**src/rtl/rate_generator.sv**
```systemverilog
// Multi-channel programmable divider: per-channel slow clock or tick strobe.
// Divisor/mode reprogrammed via valid/ready, applied at next terminal count.
module rate_generator #(
   parameter int NUM_CH      = 4,
   parameter int CNT_W       = 17,
   parameter int DEFAULT_DIV = 124999,
   localparam int CH_W       = (NUM_CH > 1) ? $clog2(NUM_CH) : 1
) (
   input  logic              clock,
   input  logic              reset,
   input  logic              cfg_valid,
   output logic              cfg_ready,
   input  logic [CH_W-1:0]   cfg_ch,
   input  logic [CNT_W-1:0]  cfg_div,
   input  logic              cfg_mode,
   input  logic [NUM_CH-1:0] ch_enable,
   input  logic              sync_restart,
   output logic [NUM_CH-1:0] slow_clock,
   output logic [NUM_CH-1:0] tick
);

   logic [CNT_W-1:0]  cnt_q [NUM_CH];
   logic [CNT_W-1:0]  cnt_d [NUM_CH];
   logic [CNT_W-1:0]  div_act_q [NUM_CH];
   logic [CNT_W-1:0]  div_act_d [NUM_CH];
   logic [CNT_W-1:0]  div_sh_q [NUM_CH];
   logic [CNT_W-1:0]  div_sh_d [NUM_CH];
   logic [NUM_CH-1:0] mode_act_q, mode_act_d;
   logic [NUM_CH-1:0] mode_sh_q, mode_sh_d;
   logic [NUM_CH-1:0] pend_q, pend_d;
   logic [NUM_CH-1:0] slow_q, slow_d;
   logic [NUM_CH-1:0] tick_q, tick_d;
   logic [NUM_CH-1:0] wr;

   // Out-of-range channel indices are always ready and silently dropped.
   always_comb begin
      cfg_ready = 1'b1;
      for (int i = 0; i < NUM_CH; i++) begin
         if (cfg_ch == CH_W'(i)) cfg_ready = !pend_q[i];
      end
   end

   always_comb begin
      for (int i = 0; i < NUM_CH; i++) begin
         wr[i] = cfg_valid && cfg_ready && (cfg_ch == CH_W'(i));
      end
   end

   always_comb begin
      for (int i = 0; i < NUM_CH; i++) begin
         cnt_d[i]      = cnt_q[i];
         div_act_d[i]  = div_act_q[i];
         div_sh_d[i]   = div_sh_q[i];
         mode_act_d[i] = mode_act_q[i];
         mode_sh_d[i]  = mode_sh_q[i];
         pend_d[i]     = pend_q[i];
         slow_d[i]     = slow_q[i];
         tick_d[i]     = tick_q[i];
         if (sync_restart || !ch_enable[i]) begin
            cnt_d[i]  = '0;
            slow_d[i] = 1'b0;
            tick_d[i] = 1'b0;
            if (pend_q[i]) begin
               div_act_d[i]  = div_sh_q[i];
               mode_act_d[i] = mode_sh_q[i];
               pend_d[i]     = 1'b0;
            end
         end else if (cnt_q[i] == div_act_q[i]) begin
            cnt_d[i]  = '0;
            tick_d[i] = mode_act_q[i];
            slow_d[i] = mode_act_q[i] ? slow_q[i] : !slow_q[i];
            if (pend_q[i]) begin
               div_act_d[i]  = div_sh_q[i];
               mode_act_d[i] = mode_sh_q[i];
               pend_d[i]     = 1'b0;
               if (mode_sh_q[i]) slow_d[i] = 1'b0;
            end
         end else begin
            cnt_d[i]  = cnt_q[i] + 1'b1;
            tick_d[i] = 1'b0;
         end
         // A write only lands when pend was clear, so it never races an apply.
         if (wr[i]) begin
            div_sh_d[i]  = cfg_div;
            mode_sh_d[i] = cfg_mode;
            pend_d[i]    = 1'b1;
         end
      end
   end

   always_ff @(posedge clock) begin
      if (reset) begin
         for (int i = 0; i < NUM_CH; i++) begin
            cnt_q[i]     <= '0;
            div_act_q[i] <= CNT_W'(DEFAULT_DIV);
            div_sh_q[i]  <= CNT_W'(DEFAULT_DIV);
         end
         mode_act_q <= '0;
         mode_sh_q  <= '0;
         pend_q     <= '0;
         slow_q     <= '0;
         tick_q     <= '0;
      end else begin
         for (int i = 0; i < NUM_CH; i++) begin
            cnt_q[i]     <= cnt_d[i];
            div_act_q[i] <= div_act_d[i];
            div_sh_q[i]  <= div_sh_d[i];
         end
         mode_act_q <= mode_act_d;
         mode_sh_q  <= mode_sh_d;
         pend_q     <= pend_d;
         slow_q     <= slow_d;
         tick_q     <= tick_d;
      end
   end

   assign slow_clock = slow_q;
   assign tick       = tick_q;

endmodule

```
**config.mk**
```make
export PLATFORM = sky130hd
export DESIGN_NAME = rate_generator
export DESIGN_NICKNAME = d
export VERILOG_FILES = /design/src/rtl/rate_generator.sv
export SDC_FILE = /design/constraint.sdc
export NUM_CORES = 1
export LEC_CHECK = 0
export ABC_AREA = 1
export CORE_MARGIN = 5
export CORE_UTILIZATION = 35
export CTS_CLUSTER_SIZE = 25
export DETAILED_ROUTE_END_ITERATION = 6
export DONT_BUFFER_PORTS = 1
export MAX_ROUTING_LAYER = met4
export PLACE_DENSITY = 0.52
export SETUP_SLACK_MARGIN = 0.05
export SKIP_LAST_GASP = 1
export SLEW_MARGIN = 25
export SYNTH_ARGS = -nofsm -noshare
export SYNTH_HDL_FRONTEND = slang
export SYNTH_SLANG_ARGS = --single-unit
```
**constraint.sdc**
```tcl
create_clock -name clock -period 4.3 [get_ports clock]
set_input_delay 0.645 -clock clock [delete_from_list [all_inputs] [get_ports clock]]
set_output_delay 0.645 -clock clock [all_outputs]
set_load 0.01 [all_outputs]
```
======== Yosys cells after proc, flatten, opt, wreduce, memory -nomap -nowiden ========
Memories as Yosys holds them, arrays and structs flattened.
Cells that the tools add are included.
word-level totals
  register bits ........................... 20
  memory bits (writable) .................. 204
  word-level logic and storage cells ...... 167
  memories ................................ 3
cells by class
  add/sub/neg operators ................... 4
  eq/ne operators ......................... 7
  mux-type cells .......................... 79
  bitwise operators ....................... 16
  reductions and logical operators ........ 38
memories
  name       words  width  read ports  clocked after memory_dff  wr ports  line  RTL
  cnt_q      4      17     4           0                         4         22    logic [CNT_W-1:0] cnt_q [NUM_CH];
  div_act_q  4      17     4           0                         4         24    logic [CNT_W-1:0] div_act_q [NUM_CH];
  div_sh_q   4      17     4           0                         4         26    logic [CNT_W-1:0] div_sh_q [NUM_CH];
operators by type and width
  cell                                                  number
  2-to-1 mux 17 bit                                     36
  adder 17 x 1 -> 17 bit (second input constant)        4
  equality test 17 bit                                  4
  2-to-1 mux 1 bit                                      43
  logical NOT 1 bit                                     12
  OR 1 bit                                              12
  nonzero test 3 bit                                    4
  OR reduction 3 bit                                    4
  nonzero test 2 bit                                    4
  OR reduction 2 bit                                    4
  logical AND 1 bit                                     5
  equality test 2 bit (second input constant)           2
  logical OR 1 bit                                      4
  NOT 1 bit                                             4
  equality test 2 x 1 -> 1 bit (second input constant)  1
  logical NOT 2 bit                                     1

======== Depth between registers and ports, before layout ========
Gate-level depths: netlist of the first run.
  depth in word-level cells ............... 9
  mapped depth ............................ 12
  mapped depth without buffers ............ 11

======== Worst setup path before layout of the first run ========
No wires, ideal clock.
  kind .................................... input to output
  start point ............................. in cfg_ch[0]
  end point ............................... out cfg_ready
  arrival ................................. 1430 ps
  required time ........................... 3655 ps
  slack ................................... 2225 ps
  stages .................................. 7
  buffers on the path ..................... 2
  path through ............................ inv_1 > nor2_1 > nand2_1 > nand3_1 > a21oi_4 > buf_4 > buf_2
on the way
  longest elaborated chain between the ends .. 5
  elaborated cells on any way between the ends .. 8
  classes of those cells .................. 3 x eq/ne; 4 x mux; 1 x reduce/logical
ends and longest elaborated chain
  element                        line  RTL
  start: declaration             13    input logic [CH_W-1:0] cfg_ch,
  logical NOT 2 bit              39    if (cfg_ch == CH_W'(i)) cfg_ready = !pend_q[i];
  2-to-1 mux 1 bit (3 in a row)  39
  2-to-1 mux 1 bit (*)           39
  end: declaration               12    output logic cfg_ready,
Mark *: on every way between the ends. The rest lies on a longest branch, timed or not.

==> metrics list, run 1 <==
* Power share of the clock group: 0.463
- Worst skew pair latency: approximately 520 ps
* Maximum number of pins on one net before global-route repair: 58
* Width of the die: roughly 180 um
* Number of synthesized flops with an enable pin: 0
- All-layer global routing usage: 0.1471
- Hold repair after CTS inserted 0 buffers.
- Portion of total power attributed to sequential cells: 0.484
* Cell chosen for the clock root: sky130_fd_sc_hd__clkbuf_16
* Slew at the pin with the worst max-slew slack: 689.3 ps
- Critical path start-end classification: register to register
- Worst IR Drop VDD: about 0.23 mV
- Static timing analysis puts the maximum clock frequency at 0.3890 GHz.
- The detailed router put a total of roughly 11 mm of wire on met1.
- For this configuration, the core starts out at a cell density of 0.3527.
- For this design the top-level I/O count stands at 37.
- Across the run, the number of max-cap violations was 0.
- Clock slew at the register clock pins of the worst setup and hold paths: around 60 ps
* Total of flip-flops plus latches after synthesis: about 220
- Summed over all layers, the global routing overflow is 0.
- In the final routed layout, each cell accounts on average for between 10 and 15 um.
- Result of the run: complete, no violations
- Total number of yosys warnings: 0
- Sorting the synthesized cells by area gives the leading types as sky130_fd_sc_hd__dfxtp_1, sky130_fd_sc_hd__nand2_1, sky130_fd_sc_hd__nand3_1.
- In this run the power density over the cells is 405.1 mW/mm2.
* Setup TNS Final: 0 ps
- Before CTS, the worst setup slack after placement is between 1000 and 1500 ps.
- Share of the clock period used by the worst path after layout: 0.5978
- Data on the critical path arrives at its endpoint at 2960 ps.
- Counting every sink on the clock net gives approximately 220.
* Remaining design rule violation count: 0
* # diodes: 0
- TritonCTS Buffers: 26
- Number of H-tree levels: 1
- Along the worst path, the maximum fanout reaches 31.
- The routed design has ~24 mm of wire.
* Final Hold Violating Endpoints: 0
* Max clock buf depth: 3
- 1st-iter DRT viols: about 460
* Global-route wire length before repair: about 39 mm
* Top cell type by total area after synthesis: sky130_fd_sc_hd__dfxtp_1
- The average instance in the mapped netlist occupies between 7 and 8 um2.
- After clock tree synthesis, the repair step resized 0 gates.
- Setup violators final: 0
* Full die area: around 0.032 mm2
- Classification of the worst-slack hold path: input port to register
* Share of total power in combinational logic: 0.054
- Synth-to-Final Area Change: 10.04%
* Post-CTS Setup Repair Bufs: 0
- Max-slew violations: 0
* Startpoint kind of the worst setup timing path: register
- Routed via count divided by cell count: between 4 and 5
* PortBufs: 0
* Number of core rows: 62
- Count of different cell masters after synthesis: 38
- Initial antenna violation count: 1
- In this run the cell area of the synthesized design comes to approximately 0.010 mm2.
* Uppermost layer routed: met4
- Core ar.: 0.02863 mm2
- Part of the Yosys area used for sequential elements: 0.4442
* Leading register cell type out of synthesis: sky130_fd_sc_hd__dfxtp_1
- The worst setup path is captured at a register.
* RSZ-0062 raised after global routing: no
- Setup slack on the critical path of the routed design comes to approximately 1700 ps.
- The detail route stage leaves a number of antenna-violating nets equal to 0.
* Most instantiated cells after synthesis: sky130_fd_sc_hd__nand2_1, sky130_fd_sc_hd__dfxtp_1, sky130_fd_sc_hd__nand3_1, sky130_fd_sc_hd__nor2_1, sky130_fd_sc_hd__inv_1
- Switching power: between 1 and 1.5 mW
- Routed wl met2: ~10 mm
- Summing over every cut layer, the via total after detailed routing is 8288.
- Area share of the leading cell type in the synthesized netlist: 0.4442
- In the final design database the tool counted 1374 nets.
- First drt pass iteration count: 5
- Data required time at the worst endpoint: 4690 ps
- After filler insertion, the fill cell instance count of the layout stands at about 3000.
* Net count of the mapped netlist: ~1400
* DR WL met3: approximately 1.3 mm
- DP HPWL: 16.34 mm
- FFs w/ async S/R, synth: 0
- Number of global-route vias before repair: between 7000 and 8000
- Routability-driven placement finished with a final weighted congestion of between 0.7 and 0.8.
* Post-Synthesis Cells: between 1000 and 1500
* Most frequent cell after synthesis: sky130_fd_sc_hd__nand2_1
- Of the total power, the share spent switching nets is 0.2338.
- Share of post-route cells with drive strength above 1: 0.07868
- Headroom to the max-slew limit came out at 0.5388.
- Cell internal pwr: between 3 and 4 mW
- TritonCTS built the clock tree.
- Measured along the y axis, the die boundary spans ~180 um.
- In this run the static leakage power is roughly 4.4 nW.
* Min cycle time layout: about 2600 ps
- Final Skew: 9.826 ps
final cells by class:
| cell class | count | area [um2] | area share |
|---|---|---|---|
| clock buffers | 38 | 767.0 | 0.06905 |
| clock inverters | 8 | 40.04 | 0.003604 |
| inverters | 138 | 520.5 | 0.04686 |
| multi-input cells | 944 | 4756 | 0.4281 |
| flip-flops and latches | 224 | 4484 | 0.4037 |
| well taps | 384 | 480.5 | 0.04325 |
| repair buffers | 8 | 60.06 | 0.005407 |
critical path: stages, from the launching register on:
cell and delay (ps):
sky130_fd_sc_hd__dfxtp_1 300, sky130_fd_sc_hd__buf_4 230, sky130_fd_sc_hd__nand2_1 120, sky130_fd_sc_hd__nand3_1 120
sky130_fd_sc_hd__a21oi_4 510, sky130_fd_sc_hd__buf_4 340, sky130_fd_sc_hd__nand3_2 430, sky130_fd_sc_hd__o21ai_0 330
sky130_fd_sc_hd__a21oi_1 60
per-layer routing:
| metal | global-route usage | up-vias |
|---|---|---|
| met2 | 0.2278 | 105 |
| met1 | 0.1968 | 3769 |
| met3 | 0.03739 | 30 |
| li1 | - | 4384 |
| met4 | 0.02865 | 0 |
| met5 | - | - |
per-stage QoR:
| step | std cells | hold WS [ps] | area (um2) | total power, mW | util |
|---|---|---|---|---|---|
| final | 1744 | 195.5 | 11110 | 4.500 | 0.3881 |
| after CTS | 1744 | 165.6 | 11110 | 4.572 | 0.3881 |
| after floorplan | 1367 | 429.5 | 10090 | 2.428 | - |
| after global placement | 1698 | 440.5 | 10300 | 2.461 | 0.3599 |
| after global routing | 1744 | 166.9 | 11110 | 4.710 | 0.3881 |
| after detailed placement | 1698 | 443.5 | 10300 | 2.466 | 0.3599 |
kinds of logic (layout without fill, tap and decap cells):
kind of cell,after synthesis,count (layout),synth area share
DFF,224,224,0.4442
AOI/OAI and AO/OA,140,140,0.07140
buffers and inverters,199,192,0.08466
xor gates and xnor gates,70,70,0.06073
adders and majority gates,4,4,0.004958
and+or+nand+nor,730,730,0.3340
flip-flops by register name (all words and copies together), names as in the netlist:
name	cells
cnt_q	68
div_act_q	68
div_sh_q	68
mode_act_q	4
mode_sh_q	4
pend_q	4
slow_clock	4
tick	4
worst paths after layout:
path / from / slack [ps] / cells after the start / to
worst max-delay path: pend_q[0]$_SDFFE_PP0P_ / 1730 / 8 / div_sh_q[1][12]$_SDFFE_PP0P_
worst max register to register: pend_q[0]$_SDFFE_PP0P_ / 1730 / 8 / div_sh_q[1][12]$_SDFFE_PP0P_
worst min-delay path: reset / 200 / 1 / pend_q[0]$_SDFFE_PP0P_
worst min register to register: div_sh_q[3][4]$_SDFFE_PP0P_ / 450 / 2 / div_sh_q[3][4]$_SDFFE_PP0P_
placed cells by master (no fill, tap or decap), types with 8 or more instances in the layout:
| master | instances |
|---|---|
| sky130_fd_sc_hd__nor2_2 | 14 |
| sky130_fd_sc_hd__nor3_1 | 10 |
| sky130_fd_sc_hd__nand4_1 | 48 |
| sky130_fd_sc_hd__dfxtp_1 | 224 |
| sky130_fd_sc_hd__buf_4 | 8 |
| sky130_fd_sc_hd__clkbuf_16 | 27 |
| sky130_fd_sc_hd__nor2_1 | 145 |
| sky130_fd_sc_hd__inv_2 | 16 |
| sky130_fd_sc_hd__xor2_1 | 32 |
| sky130_fd_sc_hd__xnor2_1 | 38 |
| sky130_fd_sc_hd__nor3b_1 | 12 |
| sky130_fd_sc_hd__nand2_1 | 293 |
| sky130_fd_sc_hd__inv_1 | 119 |
| sky130_fd_sc_hd__o21ai_0 | 41 |
| sky130_fd_sc_hd__nand3_2 | 8 |
| sky130_fd_sc_hd__clkinv_2 | 8 |
| sky130_fd_sc_hd__a21oi_1 | 95 |
| sky130_fd_sc_hd__nand3_1 | 176 |
power by group through the flow:
stage	sequential, mW	clock [mW]	combinational (mW)
finish	2.18	2.08	0.241
CTS	2.18	2.15	0.244
floorplan	2.21	0	0.217
global placement	2.22	0	0.239
global route	2.18	2.25	0.280
detailed placement	2.22	0	0.243
(Power assumes the default switching activity.)
==> inputs of run 2 (changes only) <==
==> constraint.sdc (replaced) <==
create_clock -name clock -period 2.5 [get_ports clock]
set_input_delay 0.375 -clock clock [delete_from_list [all_inputs] [get_ports clock]]
set_output_delay 0.375 -clock clock [all_outputs]
set_load 0.01 [all_outputs]
==> metrics list, run 2 (synthesis gave the netlist of run 1 again) <==
- The via count of the first global-routing pass is 7521 (-1.7%).
- The worst setup path is captured at an output port.
* Setup violators final: 0 (unchanged)
- The HPWL after detailed placement came to 16.60 mm (+1.5%).
- The flow ran to the end, and the final reports show no timing, DRC or antenna violations.
- Synth-to-Final Area Change: 11.34%
- Setup TNS Final: 0 ps (unchanged)
- The largest registers in the layout are cnt_q x68, div_act_q x68, div_sh_q x68.
* Number of max-cap violations: 0 (unchanged)
* End point of the worst hold path: div_sh_q[1][2]$_SDFFE_PP1P_
* Leakage power total: 4.439 nW (+1.6%)
- The clock latency of the later-clocked register in the worst-skew pair came to 520 ps (about the same).
* Most frequent standard cell in the layout excluding fill and tap cells: sky130_fd_sc_hd__nand2_1
- TritonCTS built the clock tree.
* Full die area: 0.03234 mm2 (unchanged)
- The post-detailed-route DRC marker count came to 0 (unchanged).
* Clock slew at the register clock pins of the worst setup and hold paths: 60 ps (about the same)
- Routed via count divided by cell count: 4.717 (-0.73%)
- The hold-fix buffer count after cts came to 1 (+1).
- The startpoint identified for the worst register-to-register timing path is pend_q[2]$_SDFFE_PP0P_.
- Starting density of the core: 0.3527 (unchanged)
- Share of post-route cells with drive strength above 1: 0.08559 (+0.006912)
- Remaining antenna violation count: 0 (unchanged)
- The post-detailed-placement cell area came to 0.01035 mm2 (+0.49%).
- The root buffer cell chosen for the clock tree is sky130_fd_sc_hd__clkbuf_16.
- Setup slack of the worst register-to-register path: 440 ps (-1290 ps)
* Final wirelength: 23.95 mm (+1.3%)
- Final Skew: 6.471 ps (-3.355 ps)
- Final Hold Violating Endpoints: 0 (unchanged)
- The number of buffers created by CTS came to 27 (+3.8%).
- All-layer global routing usage: 0.1469 (-0.0002086)
- Global-route wire length before repair: 39.01 mm (-0.16%)
- Derived from the worst setup path, the maximum achievable clock frequency is around 0.44 GHz.
- The largest fanout on the critical path is 19 (-39%).
- Number of core rows: 62 (unchanged)
- Data required time at the worst endpoint: 2120 ps (-2570 ps)
- Classification of the worst-slack hold path: input port to register
- Setup repair after global routing left no endpoint under its margin.
* Final design instance area without fill: 0.01124 mm2 (+1.2%)
- Worst IR Drop VDD: 0.4602 mV (+100%)
- The number of stages on the worst hold path was 2 (+1).
- Die height: 179.8 um (unchanged)
- Final #Nets: 1381 (+0.51%)
* PortBufs: 0 (unchanged)
- CP Data Arrival Time: 1880 ps (-1080 ps)
* Startpoint kind of the worst setup timing path: register
* Num Clock Sinks: 224 (unchanged)
- Min cycle time layout: between 2000 and 2500 ps
- The placer congestion estimate is 0.8230 (+5.0%).
* Core ar.: 0.02863 mm2 (unchanged)
- Critical path start-end classification: register to output port
* Slew at the pin with the worst max-slew slack: 544.3 ps (-145.0 ps)
- Total number of vias: 8265 (-0.28%)
- The count of TritonRoute iterations in the first routing pass was 5 (unchanged).
- The relative slew slack was 0.6367 (+0.09792).
* DR WL/cell: 13.67 um (+0.79%)
- Num ports: 37 (unchanged)
- R2r endpoint: div_sh_q[2][7]$_SDFFE_PP0P_
- The pin count of the biggest net entering global routing is 81 (+40%).
* Share of the clock period used by the worst path after layout: 0.9003
- The number of max-slew violations in the final report came to 0 (unchanged).
- Max clock buf depth: 3 (unchanged)
- The count of H-tree levels built during CTS came to 1 (unchanged).
* Width of the die: 179.8 um (unchanged)
- Register-to-Register Path Depth: 6 (-2)
- Post-CTS Setup Repair Bufs: 0 (unchanged)
- Overall overflow remaining after global route: 0 (unchanged)
- Post-cts resize count: 0 (unchanged)
* Initial antenna violation count: 0 (-1)
* Most used cells in the layout excluding fill and tap cells: sky130_fd_sc_hd__nand2_1, sky130_fd_sc_hd__dfxtp_1, sky130_fd_sc_hd__nand3_1, sky130_fd_sc_hd__nor2_1, sky130_fd_sc_hd__inv_1
- The startpoint identified for the worst hold timing path is cfg_div[2].
* 1st-iter DRT viols: 530 (+15%)
* Power per cell area: 712.3 mW/mm2 (+76%)
## run 2: cell types whose count changed in the layout (fill, tap and decap cells not counted), sizes merged
cell / delta
dlygate4sd3: +1
buf: +5
bufinv: +2
diode: +1
clkinv: +2
clkbuf: -3
## run 2: how the worst max path moves through the flow
stage / start / end / slack (ps) / cells after the start
floorplan: cnt_q[2][0]$_SDFF_PP0_ / cnt_q[2][14]$_SDFF_PP0_ / 940 / 9
global placement: cfg_ch[0] / mode_sh_q[2]$_SDFFE_PP0P_ / 430 / 6
detailed placement: cfg_ch[0] / div_sh_q[2][9]$_SDFFE_PP0P_ / 350 / 6
CTS: pend_q[2]$_SDFFE_PP0P_ / cfg_ready / 250 / 5
global route: pend_q[0]$_SDFFE_PP0P_ / cfg_ready / 140 / 5
finish: pend_q[2]$_SDFFE_PP0P_ / cfg_ready / 250 / 5
## run 2: final cells by class
type	count	area, um2
diodes	1	2.502
clock buffers	35	765.7
clock inverters	12	110.1
fillers	3009	17390
inverters	138	520.5
multi-input cells	944	4756
flip-flops and latches	224	4484
well taps	384	480.5
repair buffers	14	120.1
## run 2: stage by stage
stage	power (mW)	hold slack, ps	setup WS (ps)	util	cells
after floorplan	4.176	429.5	938.5	-	1367
after global placement	4.245	438.2	431.9	0.3616	1703
after detailed placement	4.252	444.1	346.8	0.3616	1703
after CTS	8.124	9.869	248.5	0.3926	1751
after global routing	8.364	18.12	142.5	0.3926	1751
final	8.006	31.68	249.2	0.3926	1752
## run 2: worst max-delay path, cell delays in order (launching register included)
cell,delay (ps)
sky130_fd_sc_hd__dfxtp_1,340
sky130_fd_sc_hd__nand2_1,70
sky130_fd_sc_hd__nand3_1,110
sky130_fd_sc_hd__a21oi_4,440
sky130_fd_sc_hd__buf_4,250
sky130_fd_sc_hd__buf_4,140
## run 2: where the power goes
part / total, mW / internal (mW) / switching (mW)
Sequential: 3.74 / 3.68 / 0.0647
Clock: 3.83 / 2.34 / 1.49
Combinational: 0.428 / 0.148 / 0.280
Total: 8.01 / 6.17 / 1.84
## run 2: layer usage
metal,part of all wire,GRT usage
met1,0.48,0.2034
met2,0.44,0.2177
met3,0.063,0.03678
met4,0.019,0.03292
met5,0,-
==> inputs of run 3 (changes only) <==
--- a/config.mk
+++ b/config.mk
@@ -11,6 +11,7 @@
 export CTS_CLUSTER_SIZE = 25
 export DETAILED_ROUTE_END_ITERATION = 6
 export DONT_BUFFER_PORTS = 1
+export GPL_ROUTABILITY_DRIVEN = 1
 export MAX_ROUTING_LAYER = met4
 export PLACE_DENSITY = 0.52
 export SETUP_SLACK_MARGIN = 0.05
==> results of run 3 <==
No change in the layout: final DEF, timing and power equal those of run 2.
